## src/rtl/ram_bist_if.sv

```systemverilog
// ram_bist_if: single-port RAM port bundle (word addr, cen/wen, 16-bit data).
// master = BIST/controller side, slave = RAM side.
interface ram_bist_if #(
   parameter int ADDR_MSB = 6
);
   logic [ADDR_MSB:0] ram_addr;
   logic              ram_cen;
   logic [1:0]        ram_wen;
   logic [15:0]       ram_din;
   logic [15:0]       ram_dout;

   modport master (
      output ram_addr,
      output ram_cen,
      output ram_wen,
      output ram_din,
      input  ram_dout
   );

   modport slave (
      input  ram_addr,
      input  ram_cen,
      input  ram_wen,
      input  ram_din,
      output ram_dout
   );
endinterface

```

## src/rtl/ram_bist.sv

```systemverilog
// ram_bist: March C- self-test controller for a single-port 16-bit RAM.
// Ports: mclk/puc_rst clock + sync reset; bist_start/busy/done/pass and
// bist_fail_addr/data/elem status; ram (master) drives addr/cen/wen/din
// and samples dout one cycle after each read.
module ram_bist #(
   parameter int ADDR_MSB = 6,
   parameter int MEM_SIZE = 256
) (
   input  logic              mclk,
   input  logic              puc_rst,
   input  logic              bist_start,
   output logic              bist_busy,
   output logic              bist_done,
   output logic              bist_pass,
   output logic [ADDR_MSB:0] bist_fail_addr,
   output logic [15:0]       bist_fail_data,
   output logic [2:0]        bist_fail_elem,
   ram_bist_if.master        ram
);
   localparam int AW = ADDR_MSB + 1;
   localparam int N  = MEM_SIZE / 2;
   localparam logic [ADDR_MSB:0] LAST = AW'(N - 1);
   localparam logic [ADDR_MSB:0] ONE  = AW'(1);

   typedef enum logic [1:0] {
      S_IDLE,
      S_RUN,
      S_CHK,
      S_DONE
   } state_t;

   state_t            state_q;
   logic [2:0]        elem_q;
   logic              wr_ph_q;
   logic [ADDR_MSB:0] addr_q;
   logic              cen_q;
   logic [1:0]        wen_q;
   logic [15:0]       din_q;
   logic              busy_q;
   logic              done_q;
   logic              pass_q;
   logic [ADDR_MSB:0] faddr_q;
   logic [15:0]       fdata_q;
   logic [2:0]        felem_q;

   logic [15:0]       exp_rd;
   logic [15:0]       wr_val;
   logic              desc;
   logic              last_a;
   logic              is_e0;
   logic              is_e5;
   logic              cmp_en;
   logic              mism;
   logic [ADDR_MSB:0] step_a;
   logic [ADDR_MSB:0] cmp_addr;

   always_comb begin
      exp_rd   = (elem_q == 3'd2 || elem_q == 3'd4) ? 16'hFFFF : 16'h0000;
      wr_val   = (elem_q == 3'd1 || elem_q == 3'd3) ? 16'hFFFF : 16'h0000;
      desc     = (elem_q == 3'd3 || elem_q == 3'd4);
      last_a   = desc ? (addr_q == '0) : (addr_q == LAST);
      step_a   = desc ? addr_q - ONE : addr_q + ONE;
      is_e0    = (elem_q == 3'd0);
      is_e5    = (elem_q == 3'd5);
      cmp_en   = 1'b0;
      cmp_addr = addr_q;
      if (state_q == S_RUN) begin
         if (is_e5) begin
            // E5 reads are checked one address late
            cmp_en   = (addr_q != '0);
            cmp_addr = addr_q - ONE;
         end else if (!is_e0) begin
            cmp_en = wr_ph_q;
         end
      end else if (state_q == S_CHK) begin
         // last E5 read lands here, RAM already idle
         cmp_en   = 1'b1;
         cmp_addr = LAST;
      end
      mism = cmp_en && (ram.ram_dout != exp_rd);
   end

   always_ff @(posedge mclk) begin
      if (puc_rst) begin
         state_q <= S_IDLE;
         elem_q  <= '0;
         wr_ph_q <= 1'b0;
         addr_q  <= '0;
         cen_q   <= 1'b1;
         wen_q   <= 2'b11;
         din_q   <= '0;
         busy_q  <= 1'b0;
         done_q  <= 1'b0;
         pass_q  <= 1'b0;
         faddr_q <= '0;
         fdata_q <= '0;
         felem_q <= '0;
      end else if (mism) begin
         state_q <= S_DONE;
         busy_q  <= 1'b0;
         done_q  <= 1'b1;
         pass_q  <= 1'b0;
         faddr_q <= cmp_addr;
         fdata_q <= ram.ram_dout;
         felem_q <= elem_q;
         addr_q  <= '0;
         cen_q   <= 1'b1;
         wen_q   <= 2'b11;
         din_q   <= '0;
      end else begin
         unique case (state_q)
            S_IDLE, S_DONE: begin
               if (bist_start) begin
                  state_q <= S_RUN;
                  elem_q  <= '0;
                  wr_ph_q <= 1'b0;
                  addr_q  <= '0;
                  cen_q   <= 1'b0;
                  wen_q   <= 2'b00;
                  din_q   <= '0;
                  busy_q  <= 1'b1;
                  done_q  <= 1'b0;
                  pass_q  <= 1'b0;
                  faddr_q <= '0;
                  fdata_q <= '0;
                  felem_q <= '0;
               end
            end
            S_RUN: begin
               unique case (1'b1)
                  is_e0: begin
                     if (last_a) begin
                        elem_q <= 3'd1;
                        addr_q <= '0;
                        wen_q  <= 2'b11;
                        din_q  <= '0;
                     end else begin
                        addr_q <= step_a;
                     end
                  end
                  is_e5: begin
                     if (last_a) begin
                        state_q <= S_CHK;
                        addr_q  <= '0;
                        cen_q   <= 1'b1;
                     end else begin
                        addr_q <= step_a;
                     end
                  end
                  (!is_e0 && !is_e5 && !wr_ph_q): begin
                     wr_ph_q <= 1'b1;
                     wen_q   <= 2'b00;
                     din_q   <= wr_val;
                  end
                  (!is_e0 && !is_e5 && wr_ph_q): begin
                     wr_ph_q <= 1'b0;
                     wen_q   <= 2'b11;
                     din_q   <= '0;
                     if (last_a) begin
                        elem_q <= elem_q + 3'd1;
                        // E3/E4 run descending from the top word
                        addr_q <= (elem_q == 3'd2 || elem_q == 3'd3)
                                  ? LAST : '0;
                     end else begin
                        addr_q <= step_a;
                     end
                  end
               endcase
            end
            S_CHK: begin
               state_q <= S_DONE;
               busy_q  <= 1'b0;
               done_q  <= 1'b1;
               pass_q  <= 1'b1;
            end
         endcase
      end
   end

   assign bist_busy      = busy_q;
   assign bist_done      = done_q;
   assign bist_pass      = pass_q;
   assign bist_fail_addr = faddr_q;
   assign bist_fail_data = fdata_q;
   assign bist_fail_elem = felem_q;
   assign ram.ram_addr   = addr_q;
   assign ram.ram_cen    = cen_q;
   assign ram.ram_wen    = wen_q;
   assign ram.ram_din    = din_q;
endmodule

```

## src/flat_wrapper.sv

```systemverilog
// flat-port wrapper written by rule: the top's interface ports become plain ports
module ram_bist_flat 
#(
   parameter int ADDR_MSB = 6,
   parameter int MEM_SIZE = 256
)
  (mclk, puc_rst, bist_start, bist_busy, bist_done, bist_pass, bist_fail_addr, bist_fail_data, bist_fail_elem, ram_ram_addr, ram_ram_cen, ram_ram_wen, ram_ram_din, ram_ram_dout);
  ram_bist_if #(.ADDR_MSB(ADDR_MSB)) ram_i ();
  input  logic mclk;
  input  logic puc_rst;
  input  logic bist_start;
  output logic bist_busy;
  output logic bist_done;
  output logic bist_pass;
  output logic [ADDR_MSB:0] bist_fail_addr;
  output logic [15:0] bist_fail_data;
  output logic [2:0] bist_fail_elem;
  output wire logic [$bits(ram_i.ram_addr)-1:0] ram_ram_addr;
  output wire logic [$bits(ram_i.ram_cen)-1:0] ram_ram_cen;
  output wire logic [$bits(ram_i.ram_wen)-1:0] ram_ram_wen;
  output wire logic [$bits(ram_i.ram_din)-1:0] ram_ram_din;
  input wire logic [$bits(ram_i.ram_dout)-1:0] ram_ram_dout;
  assign ram_ram_addr = ram_i.ram_addr;
  assign ram_ram_cen = ram_i.ram_cen;
  assign ram_ram_wen = ram_i.ram_wen;
  assign ram_ram_din = ram_i.ram_din;
  assign ram_i.ram_dout = ram_ram_dout;
  ram_bist #(.ADDR_MSB(ADDR_MSB), .MEM_SIZE(MEM_SIZE)) u_core (.mclk(mclk), .puc_rst(puc_rst), .bist_start(bist_start), .bist_busy(bist_busy), .bist_done(bist_done), .bist_pass(bist_pass), .bist_fail_addr(bist_fail_addr), .bist_fail_data(bist_fail_data), .bist_fail_elem(bist_fail_elem), .ram(ram_i));
endmodule
```

## config.mk

```make
export PLATFORM = sky130hd
export DESIGN_NAME = ram_bist_flat
export DESIGN_NICKNAME = d
export VERILOG_FILES = /design/src/rtl/ram_bist_if.sv /design/src/rtl/ram_bist.sv /design/src/flat_wrapper.sv
export SDC_FILE = /design/constraint.sdc
export NUM_CORES = 1
export LEC_CHECK = 0
export CAP_MARGIN = 10
export CORE_MARGIN = 3
export CORE_UTILIZATION = 32
export DETAILED_ROUTE_END_ITERATION = 6
export GPL_TIMING_DRIVEN = 1
export HOLD_SLACK_MARGIN = 0.12
export SLEW_MARGIN = 10
export SYNTH_ARGS = -nofsm -noshare
export SYNTH_HDL_FRONTEND = slang
export SYNTH_SLANG_ARGS = --single-unit
export TNS_END_PERCENT = 5
```

## constraint.sdc

```tcl
create_clock -name mclk -period 6.7 [get_ports mclk]
set_clock_uncertainty 0.2 [all_clocks]
set_input_delay 0.67 -clock mclk [delete_from_list [all_inputs] [get_ports mclk]]
set_output_delay 0.67 -clock mclk [all_outputs]
set_load 0.03 [all_outputs]
```

==> flow_metrics.py <==
metrics = {
    "status": {
        "status": "finished clean",
    },
    "layout": {
        "num_antenna_cells": 0,
        "drive_gt1_frac": 0.09737,
        "nNetsFinal": 409,
        "syn2layout_area_growth_pct": 26.56,
        "fill_cells": 804,
        "seq_area_um2": 900.9,
        "multi_input_area_mm2": 0.001514,
    },
    "critical_path": {
        "path_class": "in -> reg",
        "start_kind": "input pin",
        "cp.depth": 7,
        "critPathArrivalTime_ps": 3470,
        "crit_slowest_cell": "a311o_2",
        "cp_max_fo": 31,
        "path_cells": "clkdlybuf4s50_1, nand4_1, or4_1, mux2i_2, a311o_2, nand2b_1, a311o_1",
        "critPathMaxStageDelay_ps": 630,
        "timing.rr.start": "u_core.state_q[1]",
        "worstSetupEndpointType": "register",
        "rr_endpoint": "u_core.ram.ram_cen",
        "worstPathRequired_ps": 6680,
        "crit_start": "ram_ram_dout[9]",
        "cp_top_family": "simple AND/OR/NAND/NOR gates",
        "reg2reg_slack_ps": 3480,
        "path_buf_inv": 1,
        "reg2reg_depth": 6,
    },
    "global_routing": {
        "grt_start_max_net_pins": 37,
        "grt_first_pass_wirelength_um": 11700,
        "grt_overflow": 0,
        "grt_pass1_vias": 2269,
        "gr-usage-all-layers": 0.1469,
        "antenna_found_initial": 0,
    },
    "synth": {
        "avgSynthCellArea_um2": 8.080,
        "synth_top_area_frac": 0.3338,
        "netlist_instances": 334,
        "async_flop_share": 0,
        "netlist_top_cells_count": "dfxtp_1, a21oi_1, nand2_1",
        "ys_ff_latch": 45,
        "synth_area_mm2": 0.002699,
        "yosys.area.top_type": "dfxtp_1",
        "synth_cell_types": 50,
        "ys_seq_area_frac": 0.3338,
        "ys_warn_count": 0,
        "synth_edf_count": 0,
        "synth.net_count": 364,
        "ys.flop_type": "dfxtp_1",
        "yosys-top-cells-area": "dfxtp_1, a21oi_1, ha_1",
        "synth.most_common_cell": "dfxtp_1",
    },
    "die": {
        "io_pins": 74,
        "initial_core_util": 0.3387,
        "dieHeight_um": 97.84,
        "dieArea_mm2": 0.009572,
        "rows": 32,
        "die_w_um": 97.84,
        "coreArea_mm2": 0.007968,
    },
    "sta": {
        "fin_setup_tns_ps": 0,
        "worst_slew_margin_rel": 0.2422,
        "rsz0062_at_grt": "false",
        "min_period_over_period": 0.5206,
        "report.final.slew_viol_count": 0,
        "worstMarginPinSlew_ps": 1137,
        "finalCriticalPeriod_ps": 3488,
        "final-setup-viol-count": 0,
        "hold_viol": 0,
        "fmax_ghz": 0.2867,
    },
    "place": {
        "dp_hpwl_um": 5365,
        "portBuffers": 73,
        "gp_congestion": 0.8870,
    },
    "route": {
        "via_count": 2532,
        "routed_wl_um": 7247,
        "first_pass_iters": 6,
        "viasPerCell": 5.253,
        "drc": 0,
        "final_antenna_net_count": 0,
        "wire_per_inst_um": 15.04,
        "drt_iter0_markers": 206,
    },
    "cts": {
        "clk_pin_slew_ps": 80,
        "cts.sinks": 45,
        "ctsResizeCount": 0,
        "cts_buffers": 5,
        "cts_tree": "yes",
        "post_cts_buffers": 0,
        "htree_levels": 2,
        "cts_root_buffer": "clkbuf_8",
        "postCtsHoldBufs": 0,
        "insertion_delay_ps": 300,
        "clockBufferDepth": 2,
    },
    "run": {
        "drv_cap": 0,
    },
    "min_path": {
        "worstHoldStart": "u_core.bist_fail_elem[1]",
        "min_path_type": "reg -> reg",
        "min_to": "u_core.bist_fail_elem[1]",
        "hold_path_depth": 2,
    },
    "power": {
        "power_mw": 1.221,
        "powerDensity_mw_per_mm2": 357.4,
        "leakagePower_nw": 1.139,
        "ir_worst_vdd_uv": 120.8,
    },
}
[cells in the final DEF (no fill, tap or decap), types with 8 or more instances in the layout]
cell	n
nand3_1	25
o21ai_0	15
nand3_2	8
nor2_1	21
dfxtp_1	45
ha_1	11
a21oi_1	39
clkdlybuf4s50_1	73
nand2_1	36
inv_1	10
[kinds of logic (layout without fill, tap and decap cells)]
family / after synthesis / in the layout / synth area share
AO/OA/AOI/OAI: 89 / 89 / 0.2072
XOR/XNOR: 4 / 4 / 0.01298
adder cells (fa/ha/maj): 11 / 11 / 0.05100
buffers and inverters: 47 / 93 / 0.1052
flip-flops: 45 / 45 / 0.3338
multiplexers: 11 / 11 / 0.04590
AND/OR/NAND/NOR: 127 / 127 / 0.2439
[state kept, by name, summed over array words and instances (netlist names), 2 cells and up]
name / cells
u_core.bist_fail_data: 16
u_core.bist_fail_addr: 7
u_core.ram.ram_addr: 7
u_core.bist_fail_elem: 3
u_core.elem_q: 3
u_core.state_q: 2
[metal layers]
layer / vias to the layer above / global-route usage / share of wire / routed length (µm)
met4: 0 / 0.04366 / 0.014 / 100
li1: 1266 / - / - / -
met3: 6 / 0.03286 / 0.059 / 430
met1: 1170 / 0.2005 / 0.46 / 3353
met5: - / 0 / 0 / 0
met2: 90 / 0.2319 / 0.46 / 3362
[stage by stage]
stage / setup WS (ps) / instance area, µm² / hold WS, ps / std cells / util
3_5_place_dp: 2898 / 3326 / 257.8 / 474 / 0.4174
2_1_floorplan: 4193 / 2699 / 264.8 / 334 / -
3_3_place_gp: 2935 / 3326 / 252.3 / 474 / 0.4174
4_1_cts: 3222 / 3416 / 270.6 / 482 / 0.4287
5_1_grt: 3044 / 3416 / 283.0 / 482 / 0.4287
6_report: 3212 / 3416 / 268.4 / 482 / 0.4287
[how the worst max path moves through the flow]
stage and to:
3_3_place_gp u_core.ram.ram_cen, 2_1_floorplan u_core.elem_q[0], 5_1_grt u_core.ram.ram_cen, 6_report u_core.ram.ram_cen, 3_5_place_dp u_core.ram.ram_cen, 4_1_cts u_core.ram.ram_cen
[power by group]
part | internal [mW] | leakage (nW) | total [mW] | switching [mW]
clock network | 0.0741 | 0.0445 | 0.169 | 0.0951
registers | 0.325 | 0.366 | 0.366 | 0.0413
logic | 0.235 | 0.729 | 0.685 | 0.450
[worst reg2reg max path: stages, from the launching register on]
cell and delay [ps]:
dfxtp_1 340, inv_1 70, ha_1 400, nor2_1 630, a311o_2 690, nand2b_1 400
a311o_1 370
[layout make-up]
class,instances,share of cell area
clock buffers,5,0.02015
clock inverters,3,0.006227
inverters,10,0.01099
multi-input cells,242,0.4432
flip-flops and latches,45,0.2637
well taps,102,0.03736
repair buffers,75,0.2183
Note: power is estimated with default switching activity, not from simulation.
